--- config.mk ---
export PLATFORM = sky130hd
export DESIGN_NAME = setmem_loop_sequencer
export DESIGN_NICKNAME = d
export VERILOG_FILES = /design/src/rtl/setmem_loop_sequencer.sv
export SDC_FILE = /design/constraint.sdc
export NUM_CORES = 1
export LEC_CHECK = 0
export ABC_AREA = 1
export BUFFER_PORTS_ARGS = -buffer_cell sky130_fd_sc_hd__buf_2
export CORE_MARGIN = 2
export CORE_UTILIZATION = 56
export CTS_CLUSTER_SIZE = 10
export DETAILED_ROUTE_END_ITERATION = 6
export GPL_TIMING_DRIVEN = 0
export PLACE_DENSITY = 0.83
export SETUP_SLACK_MARGIN = 0.15
export SLEW_MARGIN = 10
export SYNTH_ARGS = -nofsm -noshare
export SYNTH_HDL_FRONTEND = slang
export SYNTH_SLANG_ARGS = --single-unit
--- constraint.sdc ---
create_clock -name clock -period 4.72 [get_ports clock]
set_input_delay 0.944 -clock clock [delete_from_list [all_inputs] [get_ports clock]]
set_output_delay 0.944 -clock clock [all_outputs]
set_load 0.1 [all_outputs]
--- src/rtl/setmem_loop_sequencer.sv ---
// setmem_loop_sequencer: top-level control FSM for the setMem datapath.
// Runs the loop sub-blocks one after another under an ap_ctrl_hs handshake,
// skipping stages whose latched trip count is zero, and keeps a per-stage
// busy-cycle count for the profiling monitors.
//
// Ports:
//   clock, reset          design clock, synchronous active-high reset
//   ap_start              block start request (level, sampled only in IDLE)
//   ap_ready, ap_done     one-cycle pulses at the end of a run
//   ap_idle               high only while idle
//   trip_in               per-stage trip counts, latched at start
//   child_start           one-hot ap_start to the active loop sub-block
//   child_ready/done      handshake back from the loop sub-blocks
//   child_trip            latched trip counts driven to the sub-blocks
//   cur_stage             index of the active stage (0 when idle)
//   stage_cycles          per-stage busy-cycle counts from the last run
module setmem_loop_sequencer #(
  parameter int unsigned NUM_STAGES = 3,
  parameter int unsigned TRIP_W     = 16,
  parameter int unsigned CNT_W      = 32,
  localparam int unsigned STAGE_W   = (NUM_STAGES > 1) ? $clog2(NUM_STAGES) : 1
) (
  input  logic                         clock,
  input  logic                         reset,
  input  logic                         ap_start,
  output logic                         ap_ready,
  output logic                         ap_done,
  output logic                         ap_idle,
  input  logic [NUM_STAGES*TRIP_W-1:0] trip_in,
  output logic [NUM_STAGES-1:0]        child_start,
  input  logic [NUM_STAGES-1:0]        child_ready,
  input  logic [NUM_STAGES-1:0]        child_done,
  output logic [NUM_STAGES*TRIP_W-1:0] child_trip,
  output logic [STAGE_W-1:0]           cur_stage,
  output logic [NUM_STAGES*CNT_W-1:0]  stage_cycles
);

  typedef enum logic [1:0] {
    S_IDLE,
    S_LAUNCH,
    S_WAIT,
    S_DONE
  } state_t;

  state_t state;

  logic               first_ok;
  logic [STAGE_W-1:0] first_idx;
  logic               nxt_ok;
  logic [STAGE_W-1:0] nxt_idx;
  logic [CNT_W-1:0]   cyc_cur;
  logic               act_ready;
  logic               act_done;

  function automatic logic [NUM_STAGES-1:0] onehot(input logic [STAGE_W-1:0] idx);
    return NUM_STAGES'(1) << idx;
  endfunction

  // Lowest nonzero stage of the incoming trips, and the next nonzero stage
  // after the active one among the latched trips.
  always_comb begin
    first_ok  = 1'b0;
    first_idx = '0;
    nxt_ok    = 1'b0;
    nxt_idx   = '0;
    for (int i = int'(NUM_STAGES) - 1; i >= 0; i--) begin
      if (trip_in[i*TRIP_W +: TRIP_W] != '0) begin
        first_ok  = 1'b1;
        first_idx = STAGE_W'(i);
      end
      if ((i > int'(cur_stage)) && (child_trip[i*TRIP_W +: TRIP_W] != '0)) begin
        nxt_ok  = 1'b1;
        nxt_idx = STAGE_W'(i);
      end
    end
  end

  // Only the active stage's handshake is ever looked at.
  assign act_ready = child_ready[cur_stage];
  assign act_done  = child_done[cur_stage];
  assign cyc_cur   = stage_cycles[cur_stage*CNT_W +: CNT_W];

  // Sequencer FSM; every output is updated alongside the state it belongs to.
  always_ff @(posedge clock) begin
    if (reset) begin
      state        <= S_IDLE;
      ap_ready     <= 1'b0;
      ap_done      <= 1'b0;
      ap_idle      <= 1'b1;
      child_start  <= '0;
      child_trip   <= '0;
      cur_stage    <= '0;
      stage_cycles <= '0;
    end else begin
      ap_ready <= 1'b0;
      ap_done  <= 1'b0;

      // Busy-cycle count for the active stage, saturating.
      if ((state == S_LAUNCH || state == S_WAIT) && (cyc_cur != {CNT_W{1'b1}})) begin
        stage_cycles[cur_stage*CNT_W +: CNT_W] <= cyc_cur + CNT_W'(1);
      end

      case (state)
        S_IDLE: begin
          if (ap_start) begin
            child_trip   <= trip_in;
            stage_cycles <= '0;
            ap_idle      <= 1'b0;
            if (first_ok) begin
              state       <= S_LAUNCH;
              cur_stage   <= first_idx;
              child_start <= onehot(first_idx);
            end else begin
              state    <= S_DONE;
              ap_done  <= 1'b1;
              ap_ready <= 1'b1;
            end
          end
        end

        S_LAUNCH, S_WAIT: begin
          // A done in LAUNCH only counts when it arrives together with ready.
          if (act_done && (state == S_WAIT || act_ready)) begin
            if (nxt_ok) begin
              state       <= S_LAUNCH;
              cur_stage   <= nxt_idx;
              child_start <= onehot(nxt_idx);
            end else begin
              state       <= S_DONE;
              child_start <= '0;
              ap_done     <= 1'b1;
              ap_ready    <= 1'b1;
            end
          end else if (state == S_LAUNCH && act_ready) begin
            state       <= S_WAIT;
            child_start <= '0;
          end
        end

        S_DONE: begin
          state     <= S_IDLE;
          ap_idle   <= 1'b1;
          cur_stage <= '0;
        end

        default: begin
          state       <= S_IDLE;
          ap_idle     <= 1'b1;
          child_start <= '0;
          cur_stage   <= '0;
        end
      endcase
    end
  end

endmodule

=== Word-level counts from Yosys, hierarchy flattened ===
Cells that the tools add are included.

* Output and inout port bits: 152
* Logic and storage cells: 89
* Input bits: 57
* Register bits: 153

* Eq/ne operators: 9
* Shifts and indexed selects: 5
* Multiplexer cells: 42
* Reductions and logical operators: 21
* $lt $le $gt $ge: 3
* $add $sub $neg: 2

{| class="wikitable"
|+ Operators by type and width
! cell !! count
|-
| 96-bit two-way mux || 3
|-
| 96-bit bitwise mux || 1
|-
| 32-bit by 34-bit variable shift with 96-bit output (first input constant) || 1
|-
| 32-bit by 34-bit variable part select with 96-bit output || 1
|-
| 96-bit by 8-bit variable part select with 32-bit output || 1
|-
| 16-bit nonzero test || 5
|-
| 7-bit negator with 34-bit output || 1
|-
| 32-bit by 1-bit adder with 32-bit output (second input constant) || 1
|-
| 32-bit inequality test (second input constant) || 1
|-
| 2-bit two-way mux || 14
|-
| 3-bit two-way mux || 5
|-
| 1-bit two-way mux || 12
|-
| 2-bit one-hot mux with 3 select lines || 2
|-
| 2-bit inequality test (second input constant) || 4
|-
| 4-bit AND reduction || 2
|-
| 3-bit one-hot mux with 2 select lines || 1
|-
| 2-bit AND reduction || 3
|-
| 1-bit by 2-bit left shift with 3-bit output (first input constant) || 2
|-
| 1-bit logical AND || 5
|-
| 1-bit binary-select mux with 2-bit select || 2
|-
| 2-bit equality test (second input constant) || 2
|-
| 1-bit one-hot mux with 2 select lines || 2
|-
| 2-bit nonzero test || 2
|-
| 2-bit by 3-bit less-than comparator with 1-bit output (second input constant) || 1
|-
| other kinds (7) || 8
|}

=== Longest topological paths before layout ===
Gate-level depths: netlist (run 1).

* Depth in word-level cells: 8
* Gate-level depth with buffers: 18
* Gate-level depth less buffers: 15

=== Least setup slack after synthesis (run 1) ===
Ideal clock, no wire load.

* Kind: register to register
* Start point: register cur_stage[1]
* End point: register stage_cycles[17]
* Arrival: 3.065 ns
* Cell stages (with the launch flop): 17
* Slack: 1.528 ns
* Path buffers: 2
* Cells stage by stage: dfxtp_1 > inv_2 > nor2_8 > buf_4 > nand2_1 > nand2_2 > ha_1 > nand3_2 > inv_2 > nand2_2 > nor2_4 > nand2_4 > nand3_4 > inv_4 > buf_6 > o21ai_1 > nor2_2

* Cells in the longest elaborated chain, start to end: 7
* Elaborated cells between the ends (all ways): 11

{| class="wikitable"
|+ Ends and longest elaborated chain
! what !! line !! RTL
|-
| start: declaration || 34 || <nowiki>output logic [STAGE_W-1:0] cur_stage,</nowiki>
|-
| start signal: assignment || 111 || <nowiki>cur_stage <= first_idx;</nowiki>
|-
| start signal: assignment || 126 || <nowiki>cur_stage <= nxt_idx;</nowiki>
|-
| 96-bit by 8-bit variable part select with 32-bit output || 81 || <nowiki>assign cyc_cur = stage_cycles[cur_stage*CNT_W +: CNT_W];</nowiki>
|-
| 32-bit by 1-bit adder with 32-bit output || 100 || <nowiki>stage_cycles[cur_stage*CNT_W +: CNT_W] <= cyc_cur + CNT_W'(1);</nowiki>
|-
| 32-bit by 34-bit variable part select with 96-bit output || 100 ||
|-
| 96-bit bitwise mux || 100 ||
|-
| 96-bit two-way mux * || 99 || <nowiki>if ((state == S_LAUNCH || state == S_WAIT) && (cyc_cur != {CNT_W{1'b1}})) begin</nowiki>
|-
| 96-bit two-way mux || 105 || <nowiki>if (ap_start) begin</nowiki>
|-
| 96-bit two-way mux * || 103 || <nowiki>case (state)</nowiki>
|-
| end signal: indexed assignment || 100 ||
|-
| end: declaration || 35 || <nowiki>output logic [NUM_STAGES*CNT_W-1:0] stage_cycles</nowiki>
|}

Every way passes the cells marked *; elsewhere a longest branch is shown, timed or not.
A chain may end at the register's enable or synchronous reset.

=== Worst setup path in the final report (run 1) ===
* Start point: register cur_stage[0]
* End point: register stage_cycles[6]

The elaborated chain is that of the path after synthesis.

==> qor.csv, run 1 <==
metric,value,unit
status,"finished, final reports clean",
"commonest non-fill, non-tap cell in the layout",nand2_1,
post-DP HPWL,21900,µm
placed cells,1858,
row count,45,
Register Area,3060,µm²
clock tree buffer depth,2,
most frequent cells in the layout,"nand2_1, nor2_1, buf_2",
WL met3,2760,µm
"Critical Path, Cell by Cell","buf_6, inv_4, buf_2, ha_1, nor3_1, nand4_2, inv_1, nand2_1, a21oi_1",
Sw Pwr,4.00,mW
die height,129,µm
pin count of the biggest net entering global routing,17,
Main synth FF type,dfxtp_1,
Total GRT Usage,0.350,
Fin. Hold Viols,0,
core area,15300,µm²
CTS tree,built,
Crit path largest cell delay,0.93,ns
Synth Instances,1439,
Post-DP Area,10100,µm²
crit-path leading delay family,simple AND/OR/NAND/NOR gates,
Max VDD drop,637,µV
PwrDens,671,nW/µm²
boundary pin count,209,
share of cells above drive strength 1,0.193,
Pint,3.13,mW
Netlist cell types,38,
Root Buffer Master,clkbuf_16,
fin. max-slew vios,0,
top post-synthesis cells by area,"dfxtp_1, nand2_1, nor2_1",
cts hold-fix bufs,0,
DRC,0,
footprint of the multi-input gates,4490,µm²
clock transition at the registers of the reported paths,0.07,ns
Sw Ratio,0.561,
Avg WL per Cell,15.3,µm
RSZ-0062 raised after global routing,false,
Clock Latency Late Sink,0.43,ns
top cell type's share of synthesized area,0.350,
first-pass GRT wire length,45200,µm
die area,16600,µm²
drt total wl,28800,µm
Final Worst Setup Slack,1.29,ns
number of enable flip-flop cells after synthesis,0,
via count,9865,
WP data arrival,3.78,ns
Die Width,129,µm
Port Buffers,208,
Fin Setup TNS,0,ns
Crit Path Max Fanout,13,
Final Skew,0.00699,ns
Yosys reg bits,153,
post-route cell area,10600,µm²
sequential element share of the synthesized area,0.350,
"worst slack, placed",1.57,ns
CP bufs+invs,4,
DRT antenna net count,0,
Leakage,5.28,nW
Post-CTS Resized,0,
clock share of power,0.196,
# diodes,0,
Fill cells,1399,
wl on met1,11700,µm
"Remaining Overflow, GRT",0,
asr flop ratio synth,0,
Max Cap Violations,0,
min Tclk post-route,3.43,ns
vias in the first global route,9105,
Starting Density,0.573,
Syn Std Cell Area,8750,µm²
CTS HTree Levels,4,
Final Non-Filler Cells,1889,
Startpoint Class,flip-flop,
number of CTS-inserted buffers,17,
fin nets,1733,
min-delay worst type,reg2reg,
Final setup violation count,0,
vias per cell,5.22,
Rel. slew slack,0.249,
Worst Tran Pin Value,1.12,ns
Reg power frac,0.236,
area grow syn2layout,21.6,%
initial antenna violation count,0,
CTS Sinks,153,
Initial DRC Count,916,
total number of yosys warnings,0,
R2R Setup Slk,1.29,ns
"Slowest-stage cell, CP",nor3_1,
Detailed Routing Iterations Pass 1,7,
part of the power in combinational logic,0.568,
Critical Path End Type,flip-flop,
Synth Net Count,1506,
Avg Inst Size Synth,6.08,µm²
setup bufs post-CTS,0,
top sig layer,met4,
cell taking the most area after synthesis,dfxtp_1,
"Req. time, crit path",5.07,ns
critical path class,reg2reg,
routability cong.,0.974,
Achievable Freq,0.292,GHz
Detail Route met2 WL,13500,µm
Final Cycle Share,0.726,
==> cell type report <==
cell class,count,share of cell area
Multi-Input combinational cell,1006,0.422
Sequential cell,153,0.288
Timing Repair Buffer,208,0.0978
Inverter,218,0.0774
Clock buffer,17,0.0400
Buffer,62,0.0345
Tap cell,211,0.0248
Clock inverter,14,0.0153
==> through the flow <==
stage | utilization | hold slack [ns] | total power [mW]
after detailed placement | 0.659 | 0.457 | 5.69
after global routing | 0.697 | 0.501 | 7.51
after CTS | 0.697 | 0.470 | 7.09
after global placement | 0.659 | 0.449 | 5.65
final | 0.697 | 0.470 | 7.13
after floorplan | - | 0.467 | 4.91
==> kinds of logic (layout without fill, tap and decap cells) <==
| group | Yosys count | in the layout | share of synthesized area |
|---|---|---|---|
| xor gates and xnor gates | 4 | 4 | 0.00401 |
| and+or+nand+nor | 843 | 843 | 0.404 |
| AOI/OAI and AO/OA | 149 | 149 | 0.0920 |
| adders and majority gates | 10 | 10 | 0.0143 |
| DFF | 153 | 153 | 0.350 |
| buffers and inverters | 280 | 519 | 0.136 |
==> routing by layer <==
| metal | global-route usage | up-vias |
|---|---|---|
| li1 | - | 4849 |
| met1 | 0.428 | 4464 |
| met2 | 0.583 | 473 |
| met3 | 0.0877 | 79 |
| met4 | 0.155 | 0 |
| met5 | 0 | - |
==> cells in the mapped netlist, types with 2 or more instances <==
cell      instances
o21bai_1          8
o21ai_0          64
ha_1             10
o21ai_2           6
xor2_1            2
nor3_1            7
inv_4             2
inv_2             3
nand3_2           3
a31oi_1           3
nor2_1          305
nand4_1          12
nand3_1          99
or2_2             2
clkinv_1         12
buf_2             5
nor2_2           16
nand2_1         372
nand4_4           2
o21ai_1           6
nor4_1            3
nand2_2          17
inv_1           201
buf_6            10
xnor2_1           2
a21oi_1          59
dfxtp_1         153
buf_1             3
clkbuf_1         30
buf_4            14
==> registers in the layout, indices dropped and copies added (netlist names) <==
register      cells
stage_cycles     96
cur_stage         2
ap_done           1
child_start       3
child_trip       48
ap_idle           1
state             2
==> power by group through the flow <==
stage | clock network, mW | logic [mW] | registers [mW]
floorplan | 0 | 1.65 | 3.26
global placement | 0 | 3.95 | 1.70
detailed placement | 0 | 3.99 | 1.70
CTS | 1.40 | 4.02 | 1.68
global route | 1.46 | 4.34 | 1.71
finish | 1.40 | 4.05 | 1.68
==> worst min-delay path, delay by kind of cell (launching register included) <==
family / cells / cell delay, ns
AO/OA/AOI/OAI: 1 / 0.05
flip-flops: 1 / 0.32
buffers and inverters: 1 / 0.05
==> worst paths after layout <==
path / from / endpoint / depth (start not counted)
worst max register to register: cur_stage[0] / stage_cycles[6] / 9
worst min-delay path: child_trip[23] / child_trip[23] / 2
worst min register to register: child_trip[23] / child_trip[23] / 2
worst max-delay path: cur_stage[0] / stage_cycles[6] / 9
(Power assumes the default switching activity.)
==> inputs of run 2 (changes only) <==
--- a/config.mk
+++ b/config.mk
@@ -8,11 +8,11 @@
 export ABC_AREA = 1
 export BUFFER_PORTS_ARGS = -buffer_cell sky130_fd_sc_hd__buf_2
 export CORE_MARGIN = 2
-export CORE_UTILIZATION = 56
+export CORE_UTILIZATION = 49
 export CTS_CLUSTER_SIZE = 10
 export DETAILED_ROUTE_END_ITERATION = 6
 export GPL_TIMING_DRIVEN = 0
-export PLACE_DENSITY = 0.83
+export PLACE_DENSITY = 0.77
 export SETUP_SLACK_MARGIN = 0.15
 export SLEW_MARGIN = 10
 export SYNTH_ARGS = -nofsm -noshare
==> constraint.sdc (replaced) <==
create_clock -name clock -period 2.8 [get_ports clock]
set_input_delay 0.56 -clock clock [delete_from_list [all_inputs] [get_ports clock]]
set_output_delay 0.56 -clock clock [all_outputs]
set_load 0.1 [all_outputs]
==> run 2 against run 1 <==
  * Non-clock buffer count increased by 15
  * Clock skew increased by 0.0024 ns
  * Final cell count increased by 1.6%
  * Critical endpoint is now stage_cycles[31]
  * First-iteration DRC count decreased by 12%
  * Maximum frequency increased by 31%
  * Combinational power increased by 79%
  * Largest cell class unchanged
  * Clock power increased by 64%
  * Die area increased by 14%
  * Largest power group unchanged
  * Count of clock-buffer cells in the layout unchanged
  * Sequential power increased by 70%
==> qor.csv, run 2 (synthesis results as in run 1) <==
metric,value,unit,change
routability cong.,0.991,,+1.7%
Detail Route met2 WL,13900,µm,+3.2%
# diodes,0,,unchanged
Post-DP Area,10100,µm²,+0.30%
Final setup violation count,0,,unchanged
Largest Register,stage_cycles,,
Root Buffer Master,clkbuf_16,,
top sig layer,met4,,
post-DP HPWL,21900,µm,about the same
number of CTS-inserted buffers,17,,unchanged
Max Cap Violations,0,,unchanged
Final Skew,0.00938,ns,+0.00240 ns
Crit path largest cell delay,0.37,ns,-0.56 ns
post-route cell area,11100,µm²,+4.0%
Total GRT Usage,0.310,,-0.0393
pin count of the biggest net entering global routing,18,,+1
footprint of the multi-input gates,4620,µm²,+2.7%
Fill cells,1616,,+16%
Die Width,138,µm,+6.7%
drt total wl,29600,µm,+2.5%
via count,9810,,-0.56%
clock tree buffer depth,2,,unchanged
clock transition at the registers of the reported paths,0.07,ns,about the same
critical path class,reg2reg,,
row count,48,,+6.7%
hold path startpoint,reset,,
WL met3,2640,µm,-4.2%
area grow syn2layout,26.5,%,
min-delay worst type,in2reg,,
CP startpoint,cur_stage[0],,
fin. max-slew vios,0,,unchanged
Clock Latency Late Sink,0.45,ns,+0.02 ns
Max VDD drop,792,µV,+24%
most frequent cells in the layout,"nand2_1, nor2_1, buf_2",,
wl on met1,12200,µm,+4.5%
Rel. slew slack,0.546,,+0.298
vias in the first global route,8821,,-3.1%
RR Startpoint,cur_stage[0],,
worst hold slack,0.356,ns,-0.114 ns
Detailed Routing Iterations Pass 1,5,,-2
largest registers,"stage_cycles (96), child_trip (48), child_start (3)",,
CTS tree,built,,
boundary pin count,209,,unchanged
DRC,0,,unchanged
RSZ-0062 raised after global routing,true,,
PwrDens,1120,nW/µm²,+67%
Startpoint Class,flip-flop,,
overall power,12.4,mW,+74%
Final Worst Setup Slack,0.178,ns,-1.11 ns
CTS Sinks,153,,unchanged
"Remaining Overflow, GRT",0,,unchanged
fin nets,1748,,+0.87%
CTS HTree Levels,4,,unchanged
first-pass GRT wire length,45100,µm,-0.27%
core area,17400,µm²,+14%
Worst Tran Pin Value,0.681,ns,-0.438 ns
WP data arrival,2.95,ns,-0.83 ns
cts hold-fix bufs,0,,unchanged
share of cells above drive strength 1,0.219,,+0.0259
Leakage,5.43,nW,+2.9%
"Critical Path, Cell by Cell","buf_6, buf_12, buf_8, nand2_1, nand3_1, nand2_2, ha_4, nand3_4, clkinv_4, nand2_4, nor2_4, nand2_8, nand3_4, inv_8, buf_8, nand2_1, nand2_1, nor2_2",,
"worst slack, placed",-0.374,ns,-1.94 ns
Most common cell on crit path,nand2_1,,
Final Cycle Share,0.936,,+0.210
Register Area,3080,µm²,+0.41%
DRT antenna net count,0,,unchanged
die height,138,µm,+6.7%
Starting Density,0.504,,-0.0693
die area,18900,µm²,+14%
vias per cell,5.11,,-2.1%
Crit Path Max Fanout,10,,-3
"Req. time, crit path",3.13,ns,-1.94 ns
Initial DRC Count,806,,-12%
min Tclk post-route,2.62,ns,-0.807 ns
Port Buffers,208,,unchanged
"Slowest-stage cell, CP",dfxtp_4,,
Critical Path End Type,flip-flop,,
CP bufs+invs,6,,+2
Achievable Freq,0.381,GHz,+31%
max reg flops,96,,unchanged
initial antenna violation count,0,,unchanged
"commonest non-fill, non-tap cell in the layout",nand2_1,,
Fin. Hold Viols,0,,unchanged
crit-path leading delay family,simple AND/OR/NAND/NOR gates,,
Avg WL per Cell,15.4,µm,+0.91%
status,"finished, final reports clean",,
-- run 2: worst paths after layout --
path              cells past startpoint               end  slack [ns]
hold reg to reg                       2    child_trip[34]        0.47
setup reg to reg                     18  stage_cycles[31]        0.18
setup / recovery                     18  stage_cycles[31]        0.18
hold / removal                        2      cur_stage[1]        0.36
-- run 2: metrics by stage --
stage	std cells	setup TNS, ns	utilization
finish	1919	0	0.637
CTS	1911	0	0.624
detailed placement	1872	-13.56	0.581
global placement	1872	-10.84	0.581
floorplan	1439	0	-
global route	1919	0	0.637
-- run 2: power breakdown --
group | switching, mW | total (mW) | internal, mW | leakage (nW)
Sequential | 0.286 | 2.85 | 2.56 | 1.25
Clock | 1.11 | 2.30 | 1.19 | 0.279
Combinational | 5.61 | 7.25 | 1.64 | 3.90
Total | 7.00 | 12.4 | 5.39 | 5.43
-- run 2: worst register-to-register path, delay by kind of cell (launching register included) --
| family | cells | cell delay (ns) |
|---|---|---|
| fa+ha+maj | 1 | 0.19 |
| buf+inv | 6 | 0.89 |
| simple gates | 11 | 1.07 |
| flops | 1 | 0.37 |
-- run 2: layout make-up --
cell class / count / area share
Buffer: 62 / 0.0414
Timing Repair Buffer: 223 / 0.110
Clock inverter: 15 / 0.0139
Inverter: 218 / 0.0755
Multi-Input combinational cell: 1006 / 0.417
Clock buffer: 17 / 0.0385
Tap cell: 225 / 0.0254
Sequential cell: 153 / 0.278
-- run 2: repair_timing --
| action | CTS | global route |
|---|---|---|
| setup buffers | 7 | 6 |
| endpoints found under the setup margin | 96 | 96 |
| gates resized for setup | 21 | 50 |
| pin swaps | 4 | 4 |
| cloned | 0 | 2 |
-- run 2: routing by layer --
metal  global-route usage  vias up
li1                     -     4879
met1                0.383     4426
met2                0.531      440
met3               0.0629       65
met4                0.119        0
met5                    0        -
